===== src/rtl/vga_pkg.sv =====
// Shared VGA timing types, the standard 640x480@60 mode and a helper that sums an axis period.
package vga_pkg;

    typedef struct packed {
        logic [15:0] active;
        logic [15:0] fp;
        logic [15:0] sync;
        logic [15:0] bp;
    } vga_timing_t;

    typedef struct packed {
        vga_timing_t h;
        vga_timing_t v;
    } vga_mode_t;

    localparam vga_mode_t VGA_640x480 = '{
        h: '{active: 16'd640, fp: 16'd16, sync: 16'd96, bp: 16'd48},
        v: '{active: 16'd480, fp: 16'd10, sync: 16'd2,  bp: 16'd33}
    };

    // Full period of one axis (pixels per line or lines per frame).
    function automatic int total(input vga_timing_t t);
        return int'(t.active) + int'(t.fp) + int'(t.sync) + int'(t.bp);
    endfunction

endpackage


===== src/rtl/vga_axis_counter.sv =====
// One raster axis: wrapping position counter with decoded active-region and sync-pulse flags.
module vga_axis_counter
    import vga_pkg::*;
#(
    parameter int TOTAL      = 800,
    parameter int ACTIVE     = 640,
    parameter int SYNC_START = 656,
    parameter int SYNC_LEN   = 96,
    parameter bit POL        = 1'b0,
    parameter int CW         = $clog2(TOTAL)
) (
    input  logic          clkIn,
    input  logic          rstIn,
    input  logic          stepIn,
    output logic [CW-1:0] cnt,
    output logic          wrapOut,
    output logic          activeOut,
    output logic          syncOut
);

    int cnt_i;

    // Decodes compare in 32 bits so a sync pulse ending exactly at TOTAL cannot alias.
    assign cnt_i     = int'(cnt);
    assign wrapOut   = (cnt_i == TOTAL - 1);
    assign activeOut = (cnt_i < ACTIVE);
    assign syncOut   = ((cnt_i >= SYNC_START) && (cnt_i < SYNC_START + SYNC_LEN)) ? POL : ~POL;

    always_ff @(posedge clkIn) begin
        if (rstIn) begin
            cnt <= '0;
        end else if (stepIn) begin
            cnt <= wrapOut ? '0 : cnt + 1'b1;
        end
    end

endmodule


===== src/rtl/vga_timing_core.sv =====
// VGA timing core: pixel-tick divider, H/V raster counters, registered blanked RGB and syncs.
// Define VGA_TEST_PATTERN_EN to add patternSelIn and an eight-bar colour test pattern.
module vga_timing_core
    import vga_pkg::*;
#(
    parameter int CLK_DIV  = 4,
    parameter int COLOR_W  = 8,
    parameter int H_ACTIVE = int'(VGA_640x480.h.active),
    parameter int H_FP     = int'(VGA_640x480.h.fp),
    parameter int H_SYNC   = int'(VGA_640x480.h.sync),
    parameter int H_BP     = int'(VGA_640x480.h.bp),
    parameter int V_ACTIVE = int'(VGA_640x480.v.active),
    parameter int V_FP     = int'(VGA_640x480.v.fp),
    parameter int V_SYNC   = int'(VGA_640x480.v.sync),
    parameter int V_BP     = int'(VGA_640x480.v.bp),
    parameter bit H_POL    = 1'b0,
    parameter bit V_POL    = 1'b0,
    localparam int H_TOTAL = total(vga_timing_t'{active: 16'(H_ACTIVE), fp: 16'(H_FP),
                                                 sync: 16'(H_SYNC), bp: 16'(H_BP)}),
    localparam int V_TOTAL = total(vga_timing_t'{active: 16'(V_ACTIVE), fp: 16'(V_FP),
                                                 sync: 16'(V_SYNC), bp: 16'(V_BP)}),
    localparam int HCW     = $clog2(H_TOTAL),
    localparam int VCW     = $clog2(V_TOTAL)
) (
    input  logic               clkIn,
    input  logic               rstIn,
    input  logic               enableIn,
    input  logic [COLOR_W-1:0] redIn,
    input  logic [COLOR_W-1:0] greenIn,
    input  logic [COLOR_W-1:0] blueIn,
`ifdef VGA_TEST_PATTERN_EN
    input  logic               patternSelIn,
`endif
    output logic [HCW-1:0]     pixelXOut,
    output logic [VCW-1:0]     pixelYOut,
    output logic               visibleOut,
    output logic               frameStartOut,
    output logic [COLOR_W-1:0] RED,
    output logic [COLOR_W-1:0] GREEN,
    output logic [COLOR_W-1:0] BLUE,
    output logic               HSync,
    output logic               VSync
);

    localparam int DIV_W = (CLK_DIV > 1) ? $clog2(CLK_DIV) : 1;
    localparam logic [DIV_W-1:0] DIV_LAST = DIV_W'(CLK_DIV - 1);

    logic [DIV_W-1:0]   div_cnt;
    logic               pix_tick;
    logic               h_wrap;
    logic               v_wrap;
    logic               h_active;
    logic               v_active;
    logic               h_sync;
    logic               v_sync;
    logic               v_step;
    logic [COLOR_W-1:0] red_src;
    logic [COLOR_W-1:0] green_src;
    logic [COLOR_W-1:0] blue_src;

    assign pix_tick = enableIn && (div_cnt == DIV_LAST);
    assign v_step   = pix_tick && h_wrap;

    always_ff @(posedge clkIn) begin
        if (rstIn) begin
            div_cnt <= '0;
        end else if (enableIn) begin
            div_cnt <= pix_tick ? '0 : div_cnt + 1'b1;
        end
    end

    vga_axis_counter #(
        .TOTAL      (H_TOTAL),
        .ACTIVE     (H_ACTIVE),
        .SYNC_START (H_ACTIVE + H_FP),
        .SYNC_LEN   (H_SYNC),
        .POL        (H_POL)
    ) u_h_counter (
        .clkIn     (clkIn),
        .rstIn     (rstIn),
        .stepIn    (pix_tick),
        .cnt       (pixelXOut),
        .wrapOut   (h_wrap),
        .activeOut (h_active),
        .syncOut   (h_sync)
    );

    vga_axis_counter #(
        .TOTAL      (V_TOTAL),
        .ACTIVE     (V_ACTIVE),
        .SYNC_START (V_ACTIVE + V_FP),
        .SYNC_LEN   (V_SYNC),
        .POL        (V_POL)
    ) u_v_counter (
        .clkIn     (clkIn),
        .rstIn     (rstIn),
        .stepIn    (v_step),
        .cnt       (pixelYOut),
        .wrapOut   (v_wrap),
        .activeOut (v_active),
        .syncOut   (v_sync)
    );

    assign visibleOut = h_active && v_active;

`ifdef VGA_TEST_PATTERN_EN
    localparam int BAR_W = (H_ACTIVE >= 8) ? H_ACTIVE / 8 : 1;

    if ((H_ACTIVE % 8) != 0) begin : g_bar_check
        $error("vga_timing_core: H_ACTIVE must be a multiple of 8 for the test pattern");
    end

    logic [2:0] bar_idx;
    assign bar_idx = 3'(32'(pixelXOut) / BAR_W);

    always_comb begin
        red_src   = redIn;
        green_src = greenIn;
        blue_src  = blueIn;
        if (patternSelIn) begin
            red_src   = {COLOR_W{bar_idx[2]}};
            green_src = {COLOR_W{bar_idx[1]}};
            blue_src  = {COLOR_W{bar_idx[0]}};
        end
    end
`else
    always_comb begin
        red_src   = redIn;
        green_src = greenIn;
        blue_src  = blueIn;
    end
`endif

    // Pins lag the published coordinate by one pixel tick; disabling blanks on the next clock.
    always_ff @(posedge clkIn) begin
        if (rstIn) begin
            RED           <= '0;
            GREEN         <= '0;
            BLUE          <= '0;
            HSync         <= ~H_POL;
            VSync         <= ~V_POL;
            frameStartOut <= 1'b0;
        end else begin
            frameStartOut <= pix_tick && h_wrap && v_wrap;
            if (!enableIn) begin
                RED   <= '0;
                GREEN <= '0;
                BLUE  <= '0;
                HSync <= ~H_POL;
                VSync <= ~V_POL;
            end else if (pix_tick) begin
                RED   <= visibleOut ? red_src   : '0;
                GREEN <= visibleOut ? green_src : '0;
                BLUE  <= visibleOut ? blue_src  : '0;
                HSync <= h_sync;
                VSync <= v_sync;
            end
        end
    end

endmodule

===== config.mk =====
export PLATFORM = sky130hd
export DESIGN_NAME = vga_timing_core
export DESIGN_NICKNAME = d
export VERILOG_FILES = /design/src/rtl/vga_pkg.sv /design/src/rtl/vga_axis_counter.sv /design/src/rtl/vga_timing_core.sv
export SDC_FILE = /design/constraint.sdc
export NUM_CORES = 1
export LEC_CHECK = 0
export ABC_AREA = 0
export ABC_CLOCK_PERIOD_IN_PS = 4300
export CORE_MARGIN = 2
export CORE_UTILIZATION = 48
export DETAILED_ROUTE_END_ITERATION = 16
export GPL_ROUTABILITY_DRIVEN = 0
export PLACE_DENSITY = 0.84
export SLEW_MARGIN = 30
export SYNTH_ARGS = -nofsm -noshare
export SYNTH_HDL_FRONTEND = slang
export SYNTH_SLANG_ARGS = --single-unit

===== constraint.sdc =====
create_clock -name clkIn -period 4.3 [get_ports clkIn]
set_input_delay 0.43 -clock clkIn [delete_from_list [all_inputs] [get_ports clkIn]]
set_output_delay 0.43 -clock clkIn [all_outputs]
set_load 0.03 [all_outputs]

==> out/metrics.yaml, run 1 <==
clkSlewWorstSetupHoldPaths_ps: 80
setup_viol: 0
post_cts_buffers: 0
floorplan.io_pins: 75
critical_path.max_stage_delay_ps: 730
mapped_cells: 254
path_cells: "and4_1 > nor3_2 > buf_4 > clkdlybuf4s50_1"
crit_path_max_fanout: 25
synth.yosys.seq_area_share: 0.4508
synth_fp_nets: 287
fin_hold_ws_ps: 473.0
stdcell_area_um2: 3018
power_density_nw_per_um2: 260.0
critical_path_startpoint_category: "flip-flop"
total_via_count_after_detailed_routing: 2042
grt.total_usage: 0.2045
timing.final.crit_period_ps: 2554
seq_area_um2: 980.9
floorplan.initialDensity: 0.4997
cts_made_buffers: 5
timing.max_slew.rel_slack: 0.6643
worst_max_slew_pin_slew_ps: 503.6
worst-setup-path-type: "reg2out"
edff_count_synth: 0
die-width_um: 71.33
drt_iter0_drc: 102
grt_pass1_vias: 1779
fill_cells: 354
cts_sinks: 49
global_route.overflow_total: 0
post_cts_resized: 0
yosys-top-cells-area: "dfxtp_1 45%, a21oi_1 8.1%, nand3_1 7.8%"
detail_route.wirelength_mm: 5.205
synth_area_leader_cell: "dfxtp_1"
die_area_um2: 5087
endpoint_kind_of_the_worst_setup_timing_path: "output port"
finalHoldViolCount: 0
final-instance-count-excl-fill: 373
finish.net_count: 354
worst_hold_class: "reg2reg"
worstHoldPathCells: 2
worst_ir_drop_vdd_v: 0.0001878
number_of_storage_elements_in_the_synthesis_netlist: 49
drt-wirelength-per-cell_um: 13.95
netlist_area_um2: 2176
grt_setup_unrepaired: "false"
worst_clock_skew_ps: 3.850
critical-path-top-delay-family: "buffers and inverters"
die_height_um: 71.33
cts.root.buffer_cell: "clkbuf_8"
crit_path_top_delay_cell: "clkdlybuf4s50_1"
synth_top_area_frac: 0.4508
ctsLongestPathBuffers: 2
initial_antenna_violation_count: 0
postPlaceCellArea_um2: 2929
clk-insertion-delay-late_ps: 300
synth_area_per_cell_um2: 8.566
postRouteAntennaNets: 0
arrival_ps: 2120
ys_dominant_reg_cell: "dfxtp_1"
drt_first_pass_iters: 4
dpl.hpwl_mm: 3.552
pin_count_of_the_biggest_net_entering_global_routing: 58
worst_ep_required_time_ps: 3870
cts_stage_hold_buffer_count: 0
fraction_of_synthesis_flops_using_an_asynchronous_set_or_reset_pin: 0
grt_pass1_wl_mm: 8.252
tritoncts: "built"
cts.htree.levels: 2
via_per_inst: 5.475
count_of_cell_types_in_the_netlist: 40
remaining_drc_errors: 0
reg2reg_depth: 5
syn_to_final_growth_pct: 38.70
maxCapViolations: 0
synth_warnings: 0
port-buffer-count: 74
final_core_util: 0.6931
critical_path_buf_inv_count: 2
multi_input_area_um2: 1111
fin_tns_setup_ps: 0
drive_gt1_frac: 0.04984
critical_path_cell_count: 4
timing.final.crit_share: 0.5939
status: "finished, final reports clean"
num_antenna_cells: 0
power_leakage_nw: 0.9593
placed_cells: 366
std_cell_rows: 24
report.final.slew_viol_count: 0
achievable-frequency_ghz: 0.3916
core-area_um2: 4354
## through the flow
| step | power (mW) | setup slack, ps |
|---|---|---|
| finish | 0.7847 | 1746 |
| global route | 0.8189 | 1681 |
| CTS | 0.7928 | 1748 |
| detailed placement | 0.5238 | 1621 |
| global placement | 0.5230 | 1657 |
| floorplan | 0.4933 | 2160 |
## worst paths after layout
| path | start | to | slack (ps) |
|---|---|---|---|
| hold reg to reg | GREEN[6] | GREEN[6] | 470 |
| hold / removal | GREEN[6] | GREEN[6] | 470 |
| setup reg to reg | u_h_counter.cnt[1] | u_v_counter.cnt[8] | 2170 |
| setup / recovery | u_v_counter.cnt[8] | visibleOut | 1750 |
## logic make-up (layout without fill, tap and decap cells)
group / Yosys count / count (layout) / synth area share
buffers and inverters: 21 / 88 / 0.04197
muxes: 2 / 2 / 0.009201
and+or+nand+nor: 117 / 117 / 0.3019
xor gates and xnor gates: 8 / 8 / 0.03220
AOI/OAI and AO/OA: 51 / 51 / 0.1294
adders and majority gates: 6 / 6 / 0.03450
DFF: 49 / 49 / 0.4508
## cell usage after synthesis, drive strengths merged (2+ instances only)
cell,count
dfxtp,49
a21oi,35
nand3,35
nand2b,26
clkbuf,12
nor2,12
nand2,10
o21ai,9
or3,8
ha,6
nor3,6
inv,5
nand4,5
buf,4
xnor2,4
xor2,4
and2,2
and3,2
and4,2
mux2i,2
nand4b,2
o21a,2
or4,2
## worst min-delay path, delay by kind of cell (launching register included)
| kind | cells | cell delay [ps] |
|---|---|---|
| AO/OA/AOI/OAI | 1 | 60 |
| flip-flops | 1 | 310 |
| AND/OR/NAND/NOR | 1 | 60 |
## placed cells by master, fill, tap and decap left out, types with 2 or more instances in the layout
cell and n:
a21oi_1 35, and2_1 2, and4_1 2, buf_4 2
clkbuf_8 6, clkdlybuf4s50_1 74, dfxtp_1 49, ha_1 6
inv_1 5, mux2i_1 2, nand2_1 9, nand2b_1 25
nand3_1 34, nand4_1 5, nand4b_1 2, nor2_1 12
nor3_1 5, o21a_1 2, o21ai_0 9, or3_1 8
xnor2_1 4, xor2_1 4
## layer usage
metal	share of wire	routed length [um]	up-vias	global-route usage
li1	-	-	1021	-
met1	0.44	2272	952	0.2587
met2	0.48	2478	54	0.3200
met3	0.055	284	15	0.06048
met4	0.033	170	0	0.09853
met5	0	0	-	0
## power breakdown
| group | switching, mW | leakage [nW] | internal (mW) |
|---|---|---|---|
| Clock | 0.143 | 0.0443 | 0.128 |
| Combinational | 0.0236 | 0.520 | 0.0314 |
| Sequential | 0.00197 | 0.395 | 0.457 |
| Total | 0.169 | 0.959 | 0.616 |
## area by class of cell
type,count,area share
well taps,52,0.02156
repair buffers,76,0.2504
clock buffers,7,0.02861
flip-flops and latches,49,0.3250
multi-input cells,184,0.3682
inverters,5,0.006219
## state kept, by name, summed over array words and instances, names as in the netlist
name             flops
HSync                1
RED                  8
div_cnt              2
VSync                1
BLUE                 8
u_v_counter.cnt     10
frameStartOut        1
u_h_counter.cnt     10
GREEN                8
(Power assumes the default switching activity.)
==> inputs of run 2 (changes only) <==
--- a/config.mk
+++ b/config.mk
@@ -6,12 +6,12 @@
 export NUM_CORES = 1
 export LEC_CHECK = 0
 export ABC_AREA = 0
-export ABC_CLOCK_PERIOD_IN_PS = 4300
+export ABC_CLOCK_PERIOD_IN_PS = 2600
 export CORE_MARGIN = 2
-export CORE_UTILIZATION = 48
+export CORE_UTILIZATION = 45
 export DETAILED_ROUTE_END_ITERATION = 16
 export GPL_ROUTABILITY_DRIVEN = 0
-export PLACE_DENSITY = 0.84
+export PLACE_DENSITY = 0.8
 export SLEW_MARGIN = 30
 export SYNTH_ARGS = -nofsm -noshare
 export SYNTH_HDL_FRONTEND = slang
==> constraint.sdc (replaced) <==
create_clock -name clkIn -period 2.6 [get_ports clkIn]
set_input_delay 0.26 -clock clkIn [delete_from_list [all_inputs] [get_ports clkIn]]
set_output_delay 0.26 -clock clkIn [all_outputs]
set_load 0.03 [all_outputs]
==> out/metrics.yaml, run 2 (same netlist as run 1, synthesis figures left out) <==
status: "finished, final reports clean"  # unchanged
grt_pass1_vias: 1899  # was 1779
worstHoldPathCells: 2  # unchanged
grt_setup_unrepaired: "false"  # unchanged
pwr-share-comb: 0.074  # was 0.070
achievable-frequency_ghz: 0.4716
timing.final.crit_share: 0.8156
timing.max_slew.rel_slack: 0.6752  # was 0.6643
grt_pass1_wl_mm: 8.431  # was 8.252 mm
power_density_nw_per_um2: 417.0  # was 260.0 nW/um^2
crit_path_max_fanout: 20  # was 25
cts_made_buffers: 5  # unchanged
postRouteAntennaNets: 0  # unchanged
num_antenna_cells: 0  # unchanged
post_cts_buffers: 0  # unchanged
drt_iter0_drc: 69  # was 102
layout.cells.most_common_list: "74 x clkdlybuf4s50_1, 49 x dfxtp_1, 35 x a21oi_1"  # unchanged
finalHoldViolCount: 0  # unchanged
worst_ir_drop_vdd_v: 0.0001974  # was 0.0001878 V
maxCapViolations: 0  # unchanged
hold_path_end: "BLUE[7]"  # was GREEN[6]
worst_clock_skew_ps: 8.459  # was 3.850 ps
cts_stage_hold_buffer_count: 0  # unchanged
report.final.slew_viol_count: 0  # unchanged
drt-wirelength-per-cell_um: 13.90  # was 13.95 um
swShare: 0.2170  # was 0.2154
clock_power_share: 0.324  # was 0.346
setup.reg_to_reg.worst_slack_ps: 480  # was 2170 ps
syn_to_final_growth_pct: 38.82  # was 38.70%
grt.total_usage: 0.1994  # was 0.2045
setup_viol: 0  # unchanged
die_height_um: 73.54  # was 71.33 um
cellInternalPower_mw: 0.9861  # was 0.6157 mW
global_route.overflow_total: 0  # unchanged
floorplan.io_pins: 75  # unchanged
total_via_count_after_detailed_routing: 2044  # was 2042
via_per_inst: 5.436  # was 5.475
p_switching_mw: 0.2733  # was 0.1690 mW
hold_path.startpoint: "BLUE[7]"  # was GREEN[6]
initial_antenna_violation_count: 0  # unchanged
timing.rr.start: "u_h_counter.cnt[1]"  # unchanged
critical_path_startpoint_category: "flip-flop"  # unchanged
cts_sinks: 49  # unchanged
power_frac_seq: 0.602  # was 0.584
power_leakage_nw: 0.9639  # was 0.9593 nW
ctsLongestPathBuffers: 2  # unchanged
std_cell_rows: 25  # was 24
cts.root.buffer_cell: "clkbuf_8"  # unchanged
die-width_um: 73.54  # was 71.33 um
worst-setup-path-type: "reg2reg"  # was reg2out
detail_route.wirelength_mm: 5.228  # was 5.205 mm
port-buffer-count: 74  # unchanged
endpoint_kind_of_the_worst_setup_timing_path: "flip-flop"  # was output port
clkSlewWorstSetupHoldPaths_ps: 80  # about the same
layout.cells.most_common: "clkdlybuf4s50_1"  # unchanged
finish.net_count: 356  # was 354
fin_hold_ws_ps: 472.3  # was 473.0 ps
fin_tns_setup_ps: 0  # unchanged
timing.final.crit_period_ps: 2121
remaining_drc_errors: 0  # unchanged
die_area_um2: 5407  # was 5087 um^2
reg2reg_to: "u_v_counter.cnt[8]"  # unchanged
cts.htree.levels: 2  # unchanged
pin_count_of_the_biggest_net_entering_global_routing: 58  # unchanged
floorplan.initialDensity: 0.4637  # was 0.4997
worst_max_slew_pin_slew_ps: 482.8  # was 503.6 ps
biggestRegsByFlops: "u_h_counter.cnt: 10 flops, u_v_counter.cnt: 10 flops"  # unchanged
reg2reg_depth: 5  # unchanged
core-area_um2: 4692  # was 4354 um^2
drt_first_pass_iters: 4  # unchanged
arrival_ps: 2350  # was 2120 ps
worst_ep_required_time_ps: 2830  # was 3870 ps
post_cts_resized: 0  # unchanged
tritoncts: "built"  # unchanged
dpl.hpwl_mm: 3.707  # was 3.552 mm
worst_hold_class: "reg2reg"  # unchanged
drive_gt1_frac: 0.05280  # was 0.04984
clk-insertion-delay-late_ps: 300  # about the same
run 2: metrics by stage:
step | std cells | area (um^2) | total power, mW | worst slack (ps) | util
2_1_floorplan | 254 | 2176 | 0.8159 | 460.3 | -
3_3_place_gp | 370 | 2947 | 0.8672 | 344.4 | 0.6280
3_5_place_dp | 370 | 2947 | 0.8696 | 317.5 | 0.6280
4_1_cts | 376 | 3020 | 1.279 | 475.9 | 0.6437
5_1_grt | 376 | 3020 | 1.316 | 322.6 | 0.6437
6_report | 376 | 3020 | 1.259 | 479.4 | 0.6437
run 2: layer usage:
layer / vias to the layer above / share of wire / GRT usage / wire length (um)
met5: - / 0 / 0 / 0
met4: 0 / 0.027 / 0.08485 / 140
met3: 11 / 0.043 / 0.04390 / 226
met2: 50 / 0.49 / 0.3363 / 2563
met1: 959 / 0.44 / 0.2434 / 2298
li1: 1024 / - / - / -
run 2: worst max-delay path by stage:
stage	from	end	slack (ps)	cells past startpoint
finish	u_h_counter.cnt[1]	u_v_counter.cnt[8]	480	5
global route	u_h_counter.cnt[1]	u_v_counter.cnt[8]	320	5
CTS	u_h_counter.cnt[1]	u_v_counter.cnt[8]	480	5
detailed placement	enableIn	u_v_counter.cnt[8]	320	5
global placement	enableIn	u_v_counter.cnt[8]	340	5
floorplan	u_h_counter.cnt[1]	u_v_counter.cnt[8]	460	7
run 2: layout make-up:
type / count / area [um^2]
Fill cell: 429 / 1672
Tap cell: 54 / 67.56
Timing Repair Buffer: 78 / 770.7
Multi-Input combinational cell: 184 / 1109
Clock buffer: 5 / 68.82
Inverter: 5 / 18.77
Sequential cell: 49 / 980.9
Clock inverter: 1 / 5.005
run 2: power groups by stage:
stage	combinational [mW]	clock (mW)	sequential, mW
2_1_floorplan	0.0348	0	0.781
3_5_place_dp	0.0933	0	0.776
5_1_grt	0.101	0.456	0.759
3_3_place_gp	0.0914	0	0.776
4_1_cts	0.0939	0.427	0.758
6_report	0.0934	0.408	0.758
run 2: worst max-delay path, stage by stage, from the launching register on:
cell     delay (ps)
dfxtp_1         390
ha_1            200
nand2_2         100
or4_4           670
or4_1           540
a21oi_1         150
==> inputs of run 3 (changes only) <==
--- a/config.mk
+++ b/config.mk
@@ -6,7 +6,7 @@
 export NUM_CORES = 1
 export LEC_CHECK = 0
 export ABC_AREA = 0
-export ABC_CLOCK_PERIOD_IN_PS = 2600
+export ABC_CLOCK_PERIOD_IN_PS = 2150
 export CORE_MARGIN = 2
 export CORE_UTILIZATION = 45
 export DETAILED_ROUTE_END_ITERATION = 16
==> constraint.sdc (replaced) <==
create_clock -name clkIn -period 2.15 [get_ports clkIn]
set_input_delay 0.215 -clock clkIn [delete_from_list [all_inputs] [get_ports clkIn]]
set_output_delay 0.215 -clock clkIn [all_outputs]
set_load 0.03 [all_outputs]
==> out/metrics.yaml, run 3 (same netlist as run 1, synthesis figures left out) <==
die-width_um: 73.54  # unchanged
post_cts_resized: 0  # unchanged
grt_util_met3: 0.04390  # unchanged
dpl.hpwl_mm: 3.848  # was 3.707 mm
status: "finished, final reports clean"  # unchanged
die_height_um: 73.54  # unchanged
fill_cells: 412  # was 429
critical_path_startpoint_category: "flip-flop"  # unchanged
worst_ir_drop_vdd_v: 0.0003983  # was 0.0001974 V
maxCapViolations: 0  # unchanged
stdcell_area_um2: 3090  # was 3020 um^2
multi_input_area_um2: 1109  # unchanged
fin_tns_setup_ps: 0  # unchanged
syn_to_final_growth_pct: 42.04  # was 38.82%
worst_ep_required_time_ps: 2340  # was 2830 ps
worst-setup-path-type: "reg2reg"  # unchanged
timing.final.crit_period_ps: 2039  # was 2121 ps
drive_gt1_frac: 0.07879  # was 0.05280
total_via_count_after_detailed_routing: 2050  # was 2044
layout.cells.most_common_list: "73 x clkdlybuf4s50_1, 49 x dfxtp_1, 35 x a21oi_1"  # was 74 x clkdlybuf4s50_1, 49 x dfxtp_1, 35 x a21oi_1
num_antenna_cells: 0  # unchanged
grt.met1_usage: 0.2536  # was 0.2434
grt_pass1_wl_mm: 8.480  # was 8.431 mm
setup.reg_to_reg.worst_slack_ps: 110  # was 480 ps
crit_path_end: "u_v_counter.cnt[2]"  # was u_v_counter.cnt[8]
remaining_drc_errors: 0  # unchanged
floorplan.io_pins: 75  # unchanged
grt_setup_unrepaired: "false"  # unchanged
worst_clock_skew_ps: 6.916  # was 8.459 ps
report.final.slew_viol_count: 0  # unchanged
postPlaceCellArea_um2: 2989  # was 2947 um^2
cts.htree.levels: 2  # unchanged
reg2reg_to: "u_v_counter.cnt[2]"  # was u_v_counter.cnt[8]
worst_max_slew_pin_slew_ps: 453.9  # was 482.8 ps
report.power.total_mw: 1.616  # was 1.259 mW
endpoint_kind_of_the_worst_setup_timing_path: "flip-flop"  # unchanged
pre_cts_slack_ps: 46.34  # was 317.5 ps
globalRouteMet2Util: 0.3313  # was 0.3363
finalHoldViolCount: 0  # unchanged
finish.net_count: 362  # was 356
detail_route.wirelength_mm: 5.320  # was 5.228 mm
core-area_um2: 4692  # unchanged
seq_area_um2: 980.9  # unchanged
timing.max_slew.rel_slack: 0.6974  # was 0.6752
timing.rr.start: "u_h_counter.cnt[1]"  # unchanged
crit_path_max_fanout: 8  # was 20
cts_made_buffers: 5  # unchanged
clkSlewWorstSetupHoldPaths_ps: 80  # about the same
global_route.overflow_total: 0  # unchanged
cts.root.buffer_cell: "clkbuf_8"  # unchanged
die_area_um2: 5407  # unchanged
biggestRegsByFlops: "u_h_counter.cnt: 10 flops, u_v_counter.cnt: 10 flops"  # unchanged
tritoncts: "built"  # unchanged
grt_pass1_vias: 1784  # was 1899
cp-startpoint: "u_h_counter.cnt[1]"  # unchanged
drt_first_pass_iters: 5  # was 4
postRouteAntennaNets: 0  # unchanged
std_cell_rows: 25  # unchanged
power_leakage_nw: 1.006  # was 0.9639 nW
grt.total_usage: 0.1971  # was 0.1994
cts_sinks: 49  # unchanged
port-buffer-count: 74  # unchanged
drt_iter0_drc: 103  # was 69
via_per_inst: 5.339  # was 5.436
setup_viol: 0  # unchanged
initial_antenna_violation_count: 0  # unchanged
drt-wirelength-per-cell_um: 13.85  # was 13.90 um
reg2reg_depth: 7  # was 5
post_cts_buffers: 0  # unchanged
achievable-frequency_ghz: 0.4905  # was 0.4716 GHz
floorplan.initialDensity: 0.4637  # unchanged
layout.cells.most_common: "clkdlybuf4s50_1"  # unchanged
arrival_ps: 2230  # was 2350 ps
final_critical_path_setup_slack_ps: 111.1  # was 479.4 ps
worst_hold_class: "reg2reg"  # unchanged
ctsLongestPathBuffers: 2  # unchanged
power_density_nw_per_um2: 522.9  # was 417.0 nW/um^2
most_crowded_layer_gr: "met2"  # unchanged
cts_stage_hold_buffer_count: 0  # unchanged
pin_count_of_the_biggest_net_entering_global_routing: 58  # unchanged
timing.final.crit_share: 0.9483  # was 0.8156
clk-insertion-delay-late_ps: 300  # about the same
-- run 3: cell count changes in the layout (fill, tap and decap cells not counted) --
cell,change
buf_4,+7
clkbuf_8,+2
clkdlybuf4s50_1,-1
-- run 3: worst min path at each step --
| stage | start | cells after the start | endpoint |
|---|---|---|---|
| floorplan | blueIn[3] | 2 | BLUE[3] |
| global placement | GREEN[0] | 2 | GREEN[0] |
| detailed placement | BLUE[0] | 2 | BLUE[0] |
| CTS | RED[0] | 2 | RED[0] |
| global route | blueIn[0] | 3 | BLUE[0] |
| finish | RED[0] | 2 | RED[0] |
-- run 3: power by group --
part,total [mW],internal [mW],switching [mW]
Combinational,0.113,0.0658,0.0473
Sequential,0.917,0.913,0.00386
Clock,0.586,0.291,0.295
Total,1.62,1.27,0.346
-- run 3: final cells by class --
cell class	count	area share
repair buffers	84	0.2632
clock buffers	7	0.03117
flip-flops and latches	49	0.3174
inverters	5	0.006073
clock inverters	1	0.001619
well taps	54	0.02186
multi-input cells	184	0.3587
-- run 3: per-layer routing --
metal / routed length [um] / vias up
met4: 62 / 0
met1: 2352 / 966
met2: 2699 / 34
met3: 206 / 6
li1: - / 1044
met5: 0 / -
-- run 3: stage by stage --
| stage | hold WS [ps] | std cells | util |
|---|---|---|---|
| floorplan | 378.2 | 254 | - |
| global placement | 456.6 | 376 | 0.6371 |
| detailed placement | 461.4 | 376 | 0.6371 |
| CTS | 475.9 | 384 | 0.6587 |
| global route | 481.8 | 384 | 0.6587 |
| finish | 474.4 | 384 | 0.6587 |
-- run 3: critical path: stages, from the launching register on --
cell	delay (ps)
dfxtp_1	400
ha_1	210
nand2_2	100
or4_4	580
buf_4	180
o21bai_2	220
buf_4	180
a21oi_1	50
